[config.mk]
export PLATFORM = sky130hd
export DESIGN_NAME = gpio_scan_ctrl
export DESIGN_NICKNAME = d
export VERILOG_FILES = /design/src/rtl/gpio_scan_ctrl.sv
export SDC_FILE = /design/constraint.sdc
export NUM_CORES = 1
export LEC_CHECK = 0
export BUFFER_PORTS_ARGS = -buffer_cell sky130_fd_sc_hd__buf_2
export CORE_ASPECT_RATIO = 1.5
export CORE_MARGIN = 2
export CORE_UTILIZATION = 31
export CTS_BUF_LIST = sky130_fd_sc_hd__clkbuf_16
export CTS_CLUSTER_SIZE = 10
export DETAILED_ROUTE_END_ITERATION = 12
export PLACE_DENSITY_LB_ADDON = 0.1
export REMOVE_ABC_BUFFERS = 1
export SLEW_MARGIN = 5
export SYNTH_ARGS = -nofsm -noshare
export SYNTH_HDL_FRONTEND = slang
export SYNTH_SLANG_ARGS = --single-unit
[constraint.sdc]
create_clock -name gpio_clk -period 2.65 [get_ports gpio_clk]
set_clock_uncertainty 0.2 [all_clocks]
set_input_delay 0.3975 -clock gpio_clk [delete_from_list [all_inputs] [get_ports gpio_clk]]
set_output_delay 0.3975 -clock gpio_clk [all_outputs]
set_load 0.01 [all_outputs]
[src/rtl/gpio_scan_ctrl.sv]
`default_nettype none
// ============================================================================
// Module      : gpio_scan_ctrl
// Description : Serial-scan front end for the GPIO-mode SRAM test path.
//               A 112-bit command packet is shifted in MSB-first, decoded
//               into dual-port SRAM controls plus a one-hot macro select,
//               one access is issued per global_csb low strobe, and read
//               data can be reloaded into the packet to shift back out.
//               Optional macro GPIO_SCAN_PKT_CHECK_EN: flags and suppresses
//               accesses issued from a short (incomplete) packet.
// Revision    : 1.0 - initial release
// ============================================================================
module gpio_scan_ctrl #(
    parameter int SEL_W     = 4,
    parameter int ADDR_W    = 16,
    parameter int DATA_W    = 32,
    parameter int WMASK_W   = 4,
    parameter int NUM_SRAMS = 16
) (
    input  logic                 gpio_clk,
    input  logic                 gpio_resetn,
    input  logic                 gpio_in,
    input  logic                 gpio_scan,
    input  logic                 gpio_sram_load,
    input  logic                 global_csb,
    output logic                 gpio_out,
    output logic [NUM_SRAMS-1:0] sram_sel,
    output logic                 sram_csb0,
    output logic                 sram_web0,
    output logic [WMASK_W-1:0]   sram_wmask0,
    output logic [ADDR_W-1:0]    sram_addr0,
    output logic [DATA_W-1:0]    sram_din0,
    input  logic [DATA_W-1:0]    sram_dout0,
    output logic                 sram_csb1,
    output logic                 sram_web1,
    output logic [WMASK_W-1:0]   sram_wmask1,
    output logic [ADDR_W-1:0]    sram_addr1,
    output logic [DATA_W-1:0]    sram_din1,
    input  logic [DATA_W-1:0]    sram_dout1,
    output logic                 packet_err
);

    // Packet geometry: one port field is {addr, din, csb, web, wmask}
    localparam int PORT_W    = ADDR_W + DATA_W + 2 + WMASK_W;
    localparam int PKT_W     = SEL_W + 2 * PORT_W;
    localparam int WM1_LSB   = 0;
    localparam int WEB1_BIT  = WMASK_W;
    localparam int CSB1_BIT  = WMASK_W + 1;
    localparam int DIN1_LSB  = WMASK_W + 2;
    localparam int ADDR1_LSB = DIN1_LSB + DATA_W;
    localparam int WM0_LSB   = PORT_W + WM1_LSB;
    localparam int WEB0_BIT  = PORT_W + WEB1_BIT;
    localparam int CSB0_BIT  = PORT_W + CSB1_BIT;
    localparam int DIN0_LSB  = PORT_W + DIN1_LSB;
    localparam int ADDR0_LSB = PORT_W + ADDR1_LSB;
    localparam int SEL_LSB   = 2 * PORT_W;

    typedef enum logic [1:0] {
        S_IDLE   = 2'd0,
        S_ARMED  = 2'd1,
        S_ACCESS = 2'd2,
        S_HOLD   = 2'd3
    } state_t;

    state_t                 state_q;
    logic [PKT_W-1:0]       pkt_q;
    logic [PKT_W-1:0]       pkt_d;
    logic [DATA_W-1:0]      dout0_q;
    logic [DATA_W-1:0]      dout1_q;
    logic [NUM_SRAMS-1:0]   sram_sel_q;
    logic                   sram_csb0_q;
    logic                   sram_web0_q;
    logic [WMASK_W-1:0]     sram_wmask0_q;
    logic [ADDR_W-1:0]      sram_addr0_q;
    logic [DATA_W-1:0]      sram_din0_q;
    logic                   sram_csb1_q;
    logic                   sram_web1_q;
    logic [WMASK_W-1:0]     sram_wmask1_q;
    logic [ADDR_W-1:0]      sram_addr1_q;
    logic [DATA_W-1:0]      sram_din1_q;
    logic [NUM_SRAMS-1:0]   sel_onehot;
    logic                   start_access;
    logic                   suppress;

    // A strobe is only honoured when armed and the scan chain is quiet
    assign start_access = (state_q == S_ARMED) && !global_csb && !gpio_scan;
    assign sel_onehot   = NUM_SRAMS'(1) << pkt_q[SEL_LSB +: SEL_W];

`ifdef GPIO_SCAN_PKT_CHECK_EN
    localparam int                CNT_W   = $clog2(PKT_W + 1);
    localparam logic [CNT_W-1:0]  CNT_MAX = CNT_W'(PKT_W);

    logic [CNT_W-1:0] bit_cnt_q;
    logic             packet_err_q;

    // An access launched before a full packet has been shifted is blocked
    assign suppress   = (bit_cnt_q != CNT_MAX);
    assign packet_err = packet_err_q;

    // Saturating count of bits shifted since the last access or load
    always_ff @(posedge gpio_clk) begin
        if (!gpio_resetn) begin
            bit_cnt_q <= '0;
        end else if (gpio_scan) begin
            if (bit_cnt_q != CNT_MAX) begin
                bit_cnt_q <= bit_cnt_q + CNT_W'(1);
            end
        end else if (gpio_sram_load || start_access) begin
            bit_cnt_q <= '0;
        end
    end

    // Sticky short-packet flag, cleared only by reset
    always_ff @(posedge gpio_clk) begin
        if (!gpio_resetn) begin
            packet_err_q <= 1'b0;
        end else if (start_access && suppress) begin
            packet_err_q <= 1'b1;
        end
    end
`else
    assign suppress   = 1'b0;
    assign packet_err = 1'b0;
`endif

    // Next packet value: shifting has priority over reloading read data
    always_comb begin
        pkt_d = pkt_q;
        if (gpio_scan) begin
            pkt_d = {pkt_q[PKT_W-2:0], gpio_in};
        end else if (gpio_sram_load) begin
            pkt_d[DIN0_LSB +: DATA_W] = dout0_q;
            pkt_d[DIN1_LSB +: DATA_W] = dout1_q;
        end
    end

    // Packet shift/load register
    always_ff @(posedge gpio_clk) begin
        if (!gpio_resetn) begin
            pkt_q <= '0;
        end else begin
            pkt_q <= pkt_d;
        end
    end

    // Access sequencer with registered SRAM-side outputs
    always_ff @(posedge gpio_clk) begin
        if (!gpio_resetn) begin
            state_q       <= S_IDLE;
            sram_sel_q    <= '0;
            sram_csb0_q   <= 1'b1;
            sram_web0_q   <= 1'b1;
            sram_wmask0_q <= '0;
            sram_addr0_q  <= '0;
            sram_din0_q   <= '0;
            sram_csb1_q   <= 1'b1;
            sram_web1_q   <= 1'b1;
            sram_wmask1_q <= '0;
            sram_addr1_q  <= '0;
            sram_din1_q   <= '0;
        end else begin
            case (state_q)
                S_IDLE: begin
                    // Out of reset the strobe must be seen high before arming
                    if (global_csb) begin
                        state_q <= S_ARMED;
                    end
                end
                S_ARMED: begin
                    if (start_access) begin
                        state_q       <= S_ACCESS;
                        sram_sel_q    <= sel_onehot;
                        sram_csb0_q   <= pkt_q[CSB0_BIT] | suppress;
                        sram_web0_q   <= pkt_q[WEB0_BIT];
                        sram_wmask0_q <= pkt_q[WM0_LSB +: WMASK_W];
                        sram_addr0_q  <= pkt_q[ADDR0_LSB +: ADDR_W];
                        sram_din0_q   <= pkt_q[DIN0_LSB +: DATA_W];
                        sram_csb1_q   <= pkt_q[CSB1_BIT] | suppress;
                        sram_web1_q   <= pkt_q[WEB1_BIT];
                        sram_wmask1_q <= pkt_q[WM1_LSB +: WMASK_W];
                        sram_addr1_q  <= pkt_q[ADDR1_LSB +: ADDR_W];
                        sram_din1_q   <= pkt_q[DIN1_LSB +: DATA_W];
                    end
                end
                S_ACCESS: begin
                    state_q     <= S_HOLD;
                    sram_csb0_q <= 1'b1;
                    sram_csb1_q <= 1'b1;
                end
                S_HOLD: begin
                    // A long strobe yields a single access; wait for release
                    if (global_csb) begin
                        state_q <= S_ARMED;
                    end
                end
                default: state_q <= S_IDLE;
            endcase
        end
    end

    // Read-data capture on the edge that ends the access cycle
    always_ff @(posedge gpio_clk) begin
        if (!gpio_resetn) begin
            dout0_q <= '0;
            dout1_q <= '0;
        end else if (state_q == S_ACCESS) begin
            if (!sram_csb0_q && sram_web0_q) begin
                dout0_q <= sram_dout0;
            end
            if (!sram_csb1_q && sram_web1_q) begin
                dout1_q <= sram_dout1;
            end
        end
    end

    assign gpio_out    = pkt_q[PKT_W-1];
    assign sram_sel    = sram_sel_q;
    assign sram_csb0   = sram_csb0_q;
    assign sram_web0   = sram_web0_q;
    assign sram_wmask0 = sram_wmask0_q;
    assign sram_addr0  = sram_addr0_q;
    assign sram_din0   = sram_din0_q;
    assign sram_csb1   = sram_csb1_q;
    assign sram_web1   = sram_web1_q;
    assign sram_wmask1 = sram_wmask1_q;
    assign sram_addr1  = sram_addr1_q;
    assign sram_din1   = sram_din1_q;

endmodule
`default_nettype wire

## Yosys cells after proc, flatten, opt, wreduce, memory -nomap -nowiden

Cells that the tools add are included.

- Eq/ne operators: 5
- Shifts and indexed selects: 1
- Muxes and demuxes: 11
- Reductions and logical operators: 17

Operators with widths:

| operator | number |
|---|---|
| $mux 32 | 4 |
| $shl 1x4->16 const A | 1 |
| $reduce_and 2->1 | 5 |
| $pmux 2 s3 | 1 |
| $eq 2x2->1 const B | 2 |
| $logic_and 1x1->1 | 4 |
| $logic_not 1->1 | 4 |
| $mux 2 | 2 |
| $pmux 1 s2 | 2 |
| $reduce_bool 2->1 | 2 |
| $eq 2x1->1 const B | 1 |
| $logic_not 2->1 | 1 |
| $mux 1 | 2 |
| $ne 2x1->1 const B | 1 |
| $ne 2x2->1 const B | 1 |
| $reduce_or 2->1 | 1 |

- Flip-flop bits (word level): 302
- Output and inout bits: 126

## Logic depth before layout (Yosys ltp)

- Depth after elaboration: 5
- Mapped depth: 8

## Least setup slack after synthesis

No wires, ideal clock.

- Kind: flip-flop to flip-flop
- Start point: register state_q[1]
- End point: register sram_addr0_q[10] (netlist: sram_addr0[10])
- Setup time: 114 ps
- Arrival: 1456 ps
- Slack: 880 ps
- Stages on the path, launching flop included: 9
- Path buffers: 3
- Path through: dfxtp_1 -> inv_1 -> ha_1 -> or3b_1 -> buf_4 -> buf_6 -> buf_6 -> nand3_1 -> nand2_1

- Cells in the longest elaborated chain, start to end: 4

Ends and longest elaborated chain:

| element | line | text |
|---|---|---|
| start: declaration | 65 | `state_t state_q;` |
| start signal: assignment | 149 | `state_q <= S_IDLE;` |
| start signal: assignment | 166 | `state_q <= S_ARMED;` |
| start signal: assignment | 171 | `state_q <= S_ACCESS;` |
| $eq 2x1->1 (*) | 86, 162 |  |
| $logic_and 1x1->1 (2 in series) | 86 | `assign start_access = (state_q == S_ARMED) && !global_csb && !gpio_scan;` |
| $reduce_and 2->1 (no source line) (*) | n/a |  |
| end signal: assignment | 176 | `sram_addr0_q <= pkt_q[ADDR0_LSB +: ADDR_W];` |
| end: declaration | 74 | `logic [ADDR_W-1:0] sram_addr0_q;` |

Mark *: on every way between the ends. The rest lies on a longest branch, timed or not.
A chain may end at the register's enable or synchronous reset.

## Worst setup path in the final report

- Start point: register state_q[1]
- End point: register sram_sel_q[13] (netlist: sram_sel[13])

- Cells in the longest elaborated chain, start to end: 4

Ends and longest elaborated chain:

| element | line | text |
|---|---|---|
| $eq 2x1->1 (*) | 86, 162 |  |
| $logic_and 1x1->1 (2 in series) | 86 |  |
| $reduce_and 2->1 (no source line) (*) | n/a |  |
| end signal: assignment | 172 | `sram_sel_q <= sel_onehot;` |
| end: declaration | 70 | `logic [NUM_SRAMS-1:0] sram_sel_q;` |

Marked as above.

==> results by group <==
Outcome
  – Run status: finished, final reports clean

Floorplanning
  – Die Outline Area: 0.0381 mm2
  – Area of the placeable core: 0.0359 mm2
  – X dimension of the die: 160 um
  – Initial cell density of the core: 0.315
  – Total number of placement rows: 85
  – Die Y: 238 um
  – Total I/O pin count: 196

Setup path
  – Kind of launch point of the worst setup path: flop
  – Cell-by-cell listing of the critical path: inv_1, ha_1, or3b_4, and2_1, a32o_1
  – Critical R2R Launch: state_q[1]
  – Slowest library cell on the worst path: or3b_4
  – Critical-path maximum fanout: 23
  – Critical setup path kind: reg -> reg
  – Worst Path Arrival: 2.44 ns
  – CP endpoint kind: flop
  – Worst reg2reg path depth: 5
  – Slowest cell delay on critical path: 0.57 ns
  – CP required: 2.85 ns
  – Minimum setup slack among reg-to-reg paths: 0.41 ns
  – RR Endpoint: sram_sel[13]

Synthesis
  – Async set-or-reset flop fraction in the synthesized netlist: 0
  – Per-instance average area after synthesis: 8.90 um2
  – Number of synthesized register bits: 302
  – Synth unique cells: 29
  – Cell count after synthesis: 1272
  – Share of synthesized area occupied by flip-flops and latches: 0.534
  – Share of the synthesized area in the top cell type: 0.534
  – Biggest area consumer among synthesized cells: dfxtp_1
  – Count of flip-flops with a built-in enable after synthesis: 0
  – Yosys warns: 0
  – Mapped Area: 0.0113 mm2
  – Most area-consuming cells after synthesis: dfxtp_1, nand3_1, mux2i_1
  – Most frequent cell after synthesis: dfxtp_1
  – Most used standard cells in the synthesized netlist: dfxtp_1, nand3_1, nand2_1, o21ai_0, mux2i_1
  – Primary flip-flop cell chosen by synthesis mapping: dfxtp_1

GRT
  – Maximum number of pins on one net before global-route repair: 169
  – Antenna violations before repair: 1
  – Total grt overflow: 0
  – First-pass GRT wire length: 47200 um
  – Vias in the first global route: 8884
  – Total routing usage reported by global routing: 0.151

Power
  – Overall Power: 9880 uW
  – Power density of the placed cells: 693 mW/mm2
  – Leak pwr: 0.00632 uW
  – VDD IR-drop max: 384 uV

CTS
  – Later-pin clock latency in the skew report: 0.51 ns
  – Level count of the clock H-tree: 2
  – Clock tree from TritonCTS: done
  – Cts bufs inserted: 36
  – Total number of clock tree sinks: 302
  – Cell chosen for the clock root: clkbuf_16
  – Number of buffers on the longest clock path: 3
  – Clk slew on worst S/H paths: 0.06 ns
  – Post-CTS Setup Inserts: 0

STA
  – Measured slew at the worst slew-check pin: 0.725 ns
  – Time the final worst path needs with I/O delays and setup: 2.24 ns
  – Final number of setup-violating endpoints: 0
  – Final max-slew violation count: 0
  – Normalized max-slew margin: 0.516
  – RSZ-0062 raised after global routing: false
  – Setup TNS: 0 ns
  – Highest clock frequency the design can meet: 447 MHz
  – Portion of the clock cycle consumed by the worst path in the final layout: 0.845
  – Final hold violations: 0

Layout
  – Signed area change from the synthesized netlist to the final layout: 25.9%
  – # nets final: 1543
  – Ratio of cells with drive above 1 in the final layout: 0.173

Placed design
  – Hpwl dp: 17700 um
  – Port bufs: 194
  – Final estimated routing congestion in global placement: 0.702

Route
  – Wirelength, routed: 29400 um
  – 1st-iter DRT viols: 440
  – Total number of vias: 9241
  – Detailed-router iteration count before antenna repair: 4
  – Drt drc: 0
  – Avg WL per Cell: 15.1 um
  – Number of nets with antenna violations after detailed routing: 0
  – Via density: 4.74

Min path
  – Min-delay src: gpio_resetn
  – Endpoint of the worst hold path: sram_wmask0[2]
  – Number of cells on the worst hold path: 3
  – Class of the tightest hold or removal check: in -> reg

Job
  – Maximum capacitance violations: 0
## layout by cell type (no fill, tap or decap), types with 2 or more instances in the layout
cell type      netlist  layout
nor2_1               2       2
mux2i_1            111     111
nand2_1            178     178
a21oi_1             65      65
a32o_1               4       4
o2bb2ai_1           12      12
clkbuf_16            0      37
o21ai_0            132     132
dlygate4sd3_1        0      65
ha_1                 2       2
buf_4                3      12
buf_12               0       9
nand3_1            275     275
nand3b_1             2       2
nand2b_1             3       3
nor3_1               4       4
nor2b_1             48      48
dfxtp_1            302     302
buf_2               20     191
a21boi_0             2       2
inv_1                5       5
## kinds of logic after synthesis
group,share of synthesized area
other cells,0.000331
mux,0.0981
simple gates,0.216
fa+ha+maj,0.00221
compound gates,0.102
flops,0.534
buf+inv,0.0473
## registers in the layout (all words and copies together) (netlist names)
register,flops
sram_din1,32
sram_addr0,16
dout1_q,32
state_q,2
sram_wmask1,4
pkt_q,112
sram_web1,1
sram_sel,16
sram_csb1,1
sram_wmask0,4
sram_addr1,16
sram_web0,1
dout0_q,32
sram_csb0,1
sram_din0,32
## per-stage QoR
stage | std cells | setup slack (ns) | util | hold WS [ns] | cell area [um2]
after CTS | 1949 | 0.430 | 0.396 | 0.000368 | 14200
final | 1951 | 0.412 | 0.397 | 0.0343 | 14300
after detailed placement | 1846 | 0.440 | 0.352 | 0.238 | 12700
after global routing | 1951 | 0.302 | 0.397 | 0.0223 | 14300
after global placement | 1846 | 0.478 | 0.352 | 0.234 | 12700
after floorplan | 1155 | -4.38 | - | 0.243 | 10800
## how the worst max path moves through the flow
stage,start,to,cells past startpoint
final,state_q[1],sram_sel[13],5
after global routing,state_q[1],sram_sel[15],5
after CTS,state_q[1],sram_sel[13],5
after detailed placement,state_q[1],sram_sel[13],5
after global placement,state_q[1],sram_sel[13],5
after floorplan,state_q[1],sram_addr0[0],5
## power by group
group	internal (uW)	switching (uW)
clock	2450	1770
combinational	347	551
sequential	4670	86.0
## repair_timing
| item | in CTS | in global routing |
|---|---|---|
| gates resized for setup | 0 | 0 |
| endpoints found under the setup margin | 0 | 0 |
| hold buffers | 64 | 1 |
| hold endpoints to repair | 64 | 1 |
## critical path: cells and delay by family (launching register included)
kind / cells / cell delay, ns
DFF: 1 / 0.32
buffers and inverters: 1 / 0.06
and+or+nand+nor: 2 / 0.98
AOI/OAI and AO/OA: 1 / 0.29
adders and majority gates: 1 / 0.26
## layer usage
metal  up-vias  global-route usage  share of wire
met5         -                   0              0
met4         0              0.0521          0.024
met3        38              0.0254          0.034
met2       162               0.270           0.49
met1      4258               0.183           0.45
li1       4783                   -              -
## area by class of cell
class	count	area (um2)
clock inverter	2	12.5
tap	478	598
clock buffer	37	926
antenna	1	2.50
fill	3831	21700
timing repair buffer	278	1890
inverter	6	25.0
multi-input combinational	847	4750
sequential	302	6050
Power figures use the tool's default switching activity.
